[config.mk]
export PLATFORM = sky130hd
export DESIGN_NAME = divider
export DESIGN_NICKNAME = d
export VERILOG_FILES = /design/src/rtl/divider_pkg.sv /design/src/rtl/divider_div_step.sv /design/src/rtl/divider.sv
export SDC_FILE = /design/constraint.sdc
export NUM_CORES = 1
export LEC_CHECK = 0
export ABC_AREA = 1
export CAP_MARGIN = 20
export CORE_MARGIN = 2
export CORE_UTILIZATION = 55
export DETAILED_ROUTE_END_ITERATION = 6
export MAX_ROUTING_LAYER = met4
export PLACE_DENSITY_LB_ADDON = 0.08
export SYNTH_ARGS = -nofsm -noshare
export SYNTH_HDL_FRONTEND = slang
export SYNTH_SLANG_ARGS = --single-unit
[constraint.sdc]
create_clock -name clk_i -period 4 [get_ports clk_i]
set_clock_uncertainty 0.15 [all_clocks]
set_input_delay 0.4 -clock clk_i [delete_from_list [all_inputs] [get_ports clk_i]]
set_output_delay 0.4 -clock clk_i [all_outputs]
set_load 0.02 [all_outputs]
[src/rtl/divider_pkg.sv]
`default_nettype none
// ============================================================================
//  Module      : divider_pkg
//  Description : Shared operation and state encodings for the iterative
//                radix-2 restoring divider, plus small op-decode helpers.
//  Revision    : 1.0 - initial release
// ============================================================================
package divider_pkg;

    // Operation select carried on div_op_type_i.
    typedef enum logic [1:0] {
        DIV_OP_DIV  = 2'b00,
        DIV_OP_DIVU = 2'b01,
        DIV_OP_REM  = 2'b10,
        DIV_OP_REMU = 2'b11
    } div_op_e;

    // Controller states.
    typedef enum logic [1:0] {
        DIV_ST_IDLE  = 2'b00,
        DIV_ST_CALC  = 2'b01,
        DIV_ST_FIXUP = 2'b10,
        DIV_ST_DONE  = 2'b11
    } div_state_e;

    // True for REM/REMU: the remainder is the architectural result.
    function automatic logic is_rem_op(input logic [1:0] op);
        return (op == DIV_OP_REM) || (op == DIV_OP_REMU);
    endfunction

    // True for DIV/REM: operands are two's complement.
    function automatic logic is_signed_op(input logic [1:0] op);
        return (op == DIV_OP_DIV) || (op == DIV_OP_REM);
    endfunction

endpackage
`default_nettype wire

[src/rtl/divider_div_step.sv]
`default_nettype none
// ============================================================================
//  Module      : divider_div_step
//  Description : One combinational restoring-division step. Shifts {R,Q}
//                left by one, trial-subtracts the divisor from R and keeps
//                the difference (and a quotient bit of 1) when it does not
//                borrow.
//  Ports       : rem_in/quo_in   current remainder (XLEN+1) and quotient
//                divisor         magnitude of the divisor
//                rem_out/quo_out next remainder and quotient
//  Revision    : 1.0 - initial release
// ============================================================================
module divider_div_step #(
    parameter int XLEN = 32
) (
    input  logic [XLEN:0]   rem_in,
    input  logic [XLEN-1:0] quo_in,
    input  logic [XLEN-1:0] divisor,
    output logic [XLEN:0]   rem_out,
    output logic [XLEN-1:0] quo_out
);

    // One extra bit on the shifted remainder so the subtraction's borrow
    // shows up cleanly in the top bit of the difference.
    logic [XLEN+1:0] shifted;
    logic [XLEN+1:0] diff;
    logic            borrow;

    always_comb begin
        shifted = {rem_in, quo_in[XLEN-1]};
        diff    = shifted - {2'b00, divisor};
        borrow  = diff[XLEN+1];
        rem_out = borrow ? shifted[XLEN:0] : diff[XLEN:0];
        quo_out = {quo_in[XLEN-2:0], ~borrow};
    end

endmodule
`default_nettype wire

[src/rtl/divider.sv]
`default_nettype none
// ============================================================================
//  Module      : divider
//  Description : Multi-cycle RV32M divider (DIV/DIVU/REM/REMU). Accepts an
//                operation when start_i is high and the unit is not busy,
//                runs XLEN restoring steps, applies signs, then pulses
//                valid_o for one cycle. Divide-by-zero and signed overflow
//                bypass the iteration and complete on the next cycle.
//  Ports       : clk_i, rst_n_i (async, active low)
//                start_i, flush_i, operand_a_i, operand_b_i, div_op_type_i
//                busy_o, valid_o, div_result_o
//  Revision    : 1.0 - initial release
// ============================================================================
module divider
    import divider_pkg::*;
#(
    parameter int XLEN = 32
) (
    input  logic            clk_i,
    input  logic            rst_n_i,
    input  logic            start_i,
    input  logic            flush_i,
    input  logic [XLEN-1:0] operand_a_i,
    input  logic [XLEN-1:0] operand_b_i,
    input  logic [1:0]      div_op_type_i,
    output logic            busy_o,
    output logic            valid_o,
    output logic [XLEN-1:0] div_result_o
);

    localparam int              CNT_W   = $clog2(XLEN);
    localparam logic [XLEN-1:0] ONE     = {{(XLEN-1){1'b0}}, 1'b1};
    localparam logic [XLEN-1:0] ALL_ONE = {XLEN{1'b1}};
    localparam logic [XLEN-1:0] MIN_NEG = {1'b1, {(XLEN-1){1'b0}}};
    localparam logic [CNT_W-1:0] LAST_CNT = CNT_W'(XLEN - 1);

    div_state_e       state;
    logic [CNT_W-1:0] count;
    logic [XLEN:0]    rem_q;
    logic [XLEN-1:0]  quo_q;
    logic [XLEN-1:0]  divisor;
    logic [1:0]       op_q;
    logic             neg_q;
    logic             neg_r;
    logic             busy;
    logic             valid;
    logic [XLEN-1:0]  result;

    logic [XLEN:0]    rem_next;
    logic [XLEN-1:0]  quo_next;

    // Decode of the incoming request, used only on the accept edge.
    logic             in_signed;
    logic             in_rem;
    logic [XLEN-1:0]  a_abs;
    logic [XLEN-1:0]  b_abs;
    logic             div_by_zero;
    logic             overflow;
    logic [XLEN-1:0]  quo_fixed;
    logic [XLEN-1:0]  rem_fixed;

    always_comb begin
        in_signed   = is_signed_op(div_op_type_i);
        in_rem      = is_rem_op(div_op_type_i);
        a_abs       = (in_signed && operand_a_i[XLEN-1]) ? (~operand_a_i + ONE) : operand_a_i;
        b_abs       = (in_signed && operand_b_i[XLEN-1]) ? (~operand_b_i + ONE) : operand_b_i;
        div_by_zero = (operand_b_i == '0);
        overflow    = in_signed && (operand_a_i == MIN_NEG) && (operand_b_i == ALL_ONE);
        quo_fixed   = neg_q ? (~quo_q + ONE) : quo_q;
        rem_fixed   = neg_r ? (~rem_q[XLEN-1:0] + ONE) : rem_q[XLEN-1:0];
    end

    divider_div_step #(
        .XLEN    (XLEN)
    ) u_step (
        .rem_in  (rem_q),
        .quo_in  (quo_q),
        .divisor (divisor),
        .rem_out (rem_next),
        .quo_out (quo_next)
    );

    always_ff @(posedge clk_i or negedge rst_n_i) begin
        if (!rst_n_i) begin
            state   <= DIV_ST_IDLE;
            count   <= '0;
            rem_q   <= '0;
            quo_q   <= '0;
            divisor <= '0;
            op_q    <= '0;
            neg_q   <= 1'b0;
            neg_r   <= 1'b0;
            busy    <= 1'b0;
            valid   <= 1'b0;
            result  <= '0;
        end else begin
            valid <= 1'b0;
            if (flush_i) begin
                // Flush wins over everything, including a same-cycle start.
                state <= DIV_ST_IDLE;
                busy  <= 1'b0;
            end else begin
                case (state)
                    DIV_ST_IDLE, DIV_ST_DONE: begin
                        // DONE accepts too, so ops can issue back to back.
                        if (start_i) begin
                            op_q  <= div_op_type_i;
                            neg_q <= in_signed && (operand_a_i[XLEN-1] ^ operand_b_i[XLEN-1]);
                            neg_r <= in_signed && operand_a_i[XLEN-1];
                            if (div_by_zero) begin
                                result <= in_rem ? operand_a_i : ALL_ONE;
                                state  <= DIV_ST_DONE;
                                valid  <= 1'b1;
                            end else if (overflow) begin
                                result <= in_rem ? '0 : MIN_NEG;
                                state  <= DIV_ST_DONE;
                                valid  <= 1'b1;
                            end else begin
                                rem_q   <= '0;
                                quo_q   <= a_abs;
                                divisor <= b_abs;
                                count   <= LAST_CNT;
                                state   <= DIV_ST_CALC;
                                busy    <= 1'b1;
                            end
                        end else begin
                            state <= DIV_ST_IDLE;
                        end
                    end
                    DIV_ST_CALC: begin
                        rem_q <= rem_next;
                        quo_q <= quo_next;
                        count <= count - 1'b1;
                        if (count == '0) begin
                            state <= DIV_ST_FIXUP;
                        end
                    end
                    DIV_ST_FIXUP: begin
                        result <= is_rem_op(op_q) ? rem_fixed : quo_fixed;
                        state  <= DIV_ST_DONE;
                        busy   <= 1'b0;
                        valid  <= 1'b1;
                    end
                    default: begin
                        state <= DIV_ST_IDLE;
                    end
                endcase
            end
        end
    end

    assign busy_o       = busy;
    assign valid_o      = valid;
    assign div_result_o = result;

endmodule
`default_nettype wire

[After elaboration in Yosys (flattened, before gate mapping)]
Index checks and enable logic that the tools add are counted.
Storage, ports and cells
  register bits after elaboration: 142
  input bits: 70
  word-level logic and storage cells: 104
Cells by class
  add/sub/neg operators: 6
  eq/ne operators: 17
  muxes and demuxes: 40
  bitwise gates (word level): 9
  reductions and logical operators: 21
Operators by type and width (count)
  $mux 32: 13
  $mux 33: 4
  $add 32x1->32 const B: 4
  $not 32->32: 4
  $pmux 32 s2: 2
  $pmux 33 s2: 1
  $eq 32x32->1 const B: 2
  $sub 34x32->34: 1
  $logic_not 32->1: 1
  $mux 5: 3
  $ne 3x3->1 const B: 5
  $eq 2x2->1 const B: 6
  $mux 2: 5
  $pmux 5 s2: 1
  $reduce_and 5->1: 2
  $mux 1: 8
  $reduce_and 4->1: 2
  $ne 2x2->1 const B: 3
  $pmux 2 s3: 1
  $logic_and 1x1->1: 5
  $logic_not 5->1: 1
  $sub 5x1->5 const B: 1
  $logic_not 2->1: 2
  $not 1->1: 4
  other kinds (8): 12

[Longest topological paths before layout]
  depth after elaboration: 9
  depth in mapped cells: 18

[By module]
A second synthesis with hierarchy kept.
Second synthesis, totals
  cells, all modules: 2536
  area, all modules: 14536.4 um^2
Modules (own cells, without submodules)
  divider: instances 1, cells an instance 1784, area an instance 10859.2 um^2, sequential area each 3528.4 um^2
  divider_div_step: instances 1, cells an instance 752, area an instance 3677.3 um^2, sequential area each 0.0 um^2

[Worst setup path after synthesis]
Ideal clock, no wire load.
  kind: flip-flop to flip-flop
  start point: reg rem_q[19]
  end point: reg rem_q[30]
  setup time: 117 ps
  data arrival time: 1960 ps
  required time: 3733 ps
  setup slack: 1773 ps
  stages on the path, launching flop included: 15
  path buffers: 1
  clock period less this slack: 2227 ps
  cells stage by stage: dfrtp_1 > ha_1 > nand2_1 > inv_1 > nand2_1 > nand2_1 > a21oi_1 > nor2_1 > nor2_2 > nand2_2 > nand2_2 > buf_2 > nand3_1 > nand3_2 > nand2_1
On the way
  cells in the longest elaborated chain, start to end: 3
Ends and longest elaborated chain
  start, declared: RTL line divider.sv:39  | logic [XLEN:0] rem_q;
  start signal, assigned: RTL line divider.sv:131  | rem_q <= rem_next;
  $sub 34x32->34: RTL line divider_div_step.sv:31  | diff = shifted - {2'b00, divisor};
  $mux 33: RTL line divider_div_step.sv:33  | rem_out = borrow ? shifted[XLEN:0] : diff[XLEN:0];
  $pmux 33 s2: RTL line divider.sv:103  | case (state)
Every way passes these cells.
A chain may end at the register's enable or synchronous reset.

[Worst setup path in the final report]
  start point: reg rem_q[0]
  end point: reg result[12], in the netlist div_result_o[12]
On the way
  cells in the longest elaborated chain, start to end: 5
Ends and longest elaborated chain
  $not 32->32: RTL line divider.sv:70  | rem_fixed = neg_r ? (~rem_q[XLEN-1:0] + ONE) : rem_q[XLEN-1:0];
  $add 32x1->32: RTL line divider.sv:70
  $mux 32: RTL line divider.sv:70
  $mux 32: RTL line divider.sv:139  | result <= is_rem_op(op_q) ? rem_fixed : quo_fixed;
  $pmux 32 s2: RTL line divider.sv:103
  end signal, assigned: RTL line divider.sv:111  | result <= in_rem ? operand_a_i : ALL_ONE;
  end signal, assigned: RTL line divider.sv:115  | result <= in_rem ? '0 : MIN_NEG;
  end signal, assigned: RTL line divider.sv:139
  end, declared: RTL line divider.sv:47  | logic [XLEN-1:0] result;
Every way passes these cells.

==> results.yml <==
status:
  status: "complete, no violations"
floorplan:
  fp.dieH_um: 162
  io_pins: 104
  core-area_um2: 24500
  fp.dieW_um: 162
  start_util_pct: 56.3
  dieArea_um2: 26300
  row_count: 57
clocking:
  post_cts_buffers: 0
  clock_sink_count: 141
  cts_root_buffer: "clkbuf_16"
  h-tree-depth: 4
  cts_resized: 0
  cts.clk_slew.worst_paths_ns: 0.07
  cts_made_buffers: 17
  insertion_delay_ns: 0.45
  cts_max_path_buffers: 2
  ctsHoldBuffers: 1
  cts_tree: "built"
logic_synthesis:
  ys_seq_elements: 141
  synthFlopType: "dfrtp_1"
  synth_top_family_by_area: "simple AND/OR/NAND/NOR gates"
  yosys.area_share.simple_pct: 44.6
  synth_edf_count: 0
  syn_nets: 2449
  syn_avg_cell_area_um2: 5.90
  syn_area_um2: 13800
  yosysSeqAreaShare_pct: 25.6
  ys_warn_count: 0
  async_flop_share_pct: 100
  synthMuxAreaShare_pct: 0
  synth_xor_xnor_area_share_pct: 4.70
  synthAdderAreaFrac_pct: 3.87
  synthCells: 2337
  synth_top_cell_by_area: "dfrtp_1"
  ys_top_cells_by_area: "dfrtp_1 (26%), nand2_1 (22%), nand3_1 (9.6%)"
  netlist.area_leader.share_pct: 25.6
  synth_compound_area_share_pct: 10.1
  ys_types: 43
sta:
  slew_violations: 0
  hold_viol: 0
  relSlewSlack_pct: 30.4
  setup_viol: 0
  rsz0062_at_grt: "false"
  period_minus_slack_ns: 3.14
  fmax_ghz: 0.319
  fin_crit_sh_pct: 78.5
  fin_tns_setup_ns: 0
  worst_pin_slew_ns: 1.04
routing:
  drt-total-wl_um: 50200
  drt_iter0_markers: 1843
  drt_first_pass_iters: 6
  num_vias: 15900
  remaining_drc_errors: 0
  via_per_inst: 5.81
  wire_per_inst_um: 18.3
  ant_nets: 0
critical_path:
  crit_type: "flip-flop to flip-flop"
  worstPathCellList: "inv_1 -> ha_1 -> nand4_1 -> nor2_2 -> nand2_1 -> nand2_1 -> o21ai_0 -> o21ai_0 -> nand2_1 -> nand2_1 -> nand2_1 -> nand2_1"
  startpoint_type: "flip-flop"
  r2r_cells: 12
  setup.worst_path.end_class: "flip-flop"
  cp_data_arrival_time_ns: 3.37
  worstPathMaxFanout: 11
  crit_path_frequent_cell: "nand2_1"
  slowest_stage: "o21ai_0"
  required_ns: 4.24
  critPathMaxStageDelay_ns: 0.46
power:
  power.total_mw: 9.30
  p_leak_nw: 8.20
  powerDensity_nw_per_um2: 596
  peakVddDrop_mv: 0.491
finish:
  area_delta_synth_final_pct: 13.3
  mostFrequentLayoutCell: "nand2_1"
  diodes: 0
  drive_gt1_share_pct: 4.10
  nets: 2511
  mostFrequentLayoutCells: "nand2_1 (815), inv_1 (298), nand3_1 (263), nor2_1 (223), o21ai_0 (162)"
  nFillCells: 2333
worst_hold_path:
  hold_depth: 2
  min_path_type: "flip-flop to flip-flop"
grt:
  grt_pass1_vias: 14400
  grt_pass1_wl_um: 77900
  antenna_found_initial: 0
  grt-ovfl-total: 0
  track_usage_pct: 39.5
  grt_max_degree: 85
placement:
  dp_hpwl_um: 39600
  gp_congestion: 1.04
  port_buffers: 103
job:
  maxCapViolations: 0
==> final timing paths <==
check | to | start | slack [ns]
setup / recovery | div_result_o[12] | rem_q[0] | 0.86
hold / removal | div_result_o[15] | div_result_o[15] | 0.33
setup reg to reg | div_result_o[12] | rem_q[0] | 0.86
hold reg to reg | div_result_o[15] | div_result_o[15] | 0.33
max in group asynchronous | rem_q[27] | rst_n_i | 2.33
min in group asynchronous | rem_q[0] | rst_n_i | 0.45
==> report_power, final <==
| group | internal (mW) | leakage, nW | switching [mW] | total [mW] |
|---|---|---|---|---|
| clock network | 0.945 | 0.301 | 0.759 | 1.70 |
| registers | 1.90 | 1.83 | 0.432 | 2.34 |
| logic | 1.58 | 6.07 | 3.68 | 5.26 |
| total | 4.43 | 8.20 | 4.87 | 9.30 |
==> synthesized netlist by cell type, types with 2 or more instances <==
master	n
nand3_2	15
nand4_1	54
nor2_4	5
xnor2_1	24
buf_1	4
nand2_2	7
clkbuf_1	36
inv_2	5
nor2_1	224
o2111ai_1	5
and2_1	9
nor3_1	18
ha_1	41
nand2_1	815
o21ai_0	162
o211ai_1	14
a21boi_1	4
xor2_1	50
inv_1	298
o21ai_1	8
a211oi_1	3
o31ai_1	5
buf_2	35
nor2_2	7
o22ai_1	3
nand4_2	2
clkinv_1	3
nand3b_1	8
a21oi_1	53
dfrtp_1	141
nand3_1	263
nor4_1	2
buf_6	4
==> kinds of logic after synthesis <==
logic type                 count (synthesis)
AOI/OAI and AO/OA                        260
xor gates and xnor gates                  74
DFF                                      141
and+or+nand+nor                         1433
buffers and inverters                    387
adders and majority gates                 42
==> critical path: cells and delay by family (launching register included) <==
kind | cells | cell delay, ns
buffers and inverters | 1 | 0.27
DFF | 1 | 0.43
and+or+nand+nor | 8 | 1.35
AOI/OAI and AO/OA | 2 | 0.58
adders and majority gates | 1 | 0.30
==> through the flow <==
| step | cells | setup slack (ns) | hold WS [ns] | util [%] | cell area, µm² |
|---|---|---|---|---|---|
| 4_1_cts | 2736 | 0.959 | 0.334 | 63.8 | 15600 |
| 6_report | 2736 | 0.861 | 0.335 | 63.8 | 15600 |
| 3_5_place_dp | 2703 | 0.587 | 0.314 | 61.3 | 15000 |
| 2_1_floorplan | 2337 | 1.77 | -0.0456 | - | 13800 |
| 3_3_place_gp | 2703 | 0.668 | 0.313 | 61.3 | 15000 |
| 5_1_grt | 2736 | 0.685 | 0.342 | 63.8 | 15600 |
==> per-layer routing <==
| layer | share of wire [%] | global-route usage [%] | wire, µm |
|---|---|---|---|
| met1 | 44 | 54.9 | 22300 |
| met2 | 41 | 55.5 | 20400 |
| met3 | 11 | 10.6 | 5680 |
| met4 | 3.6 | 13.2 | 1800 |
| met5 | 0 | - | 0 |
==> flip-flops by register name, indices dropped and copies added (netlist names) <==
name and flops:
count 5, divisor 32, neg_q 1, quo_q 32
state 2, rem_q 33, op_q 1, valid_o 1
div_result_o 32, busy_o 1, neg_r 1
==> cell type report <==
class                           count  area, µm²  area share (%)
Tap cell                          324        405            2.60
Multi-Input combinational cell   1809       8730            55.9
Inverter                          306       1150            7.36
Clock inverter                     15        181            1.16
Clock buffer                       17        425            2.73
Timing Repair Buffer              124       1190            7.64
Sequential cell                   141       3530            22.6
(Power assumes the default switching activity.)
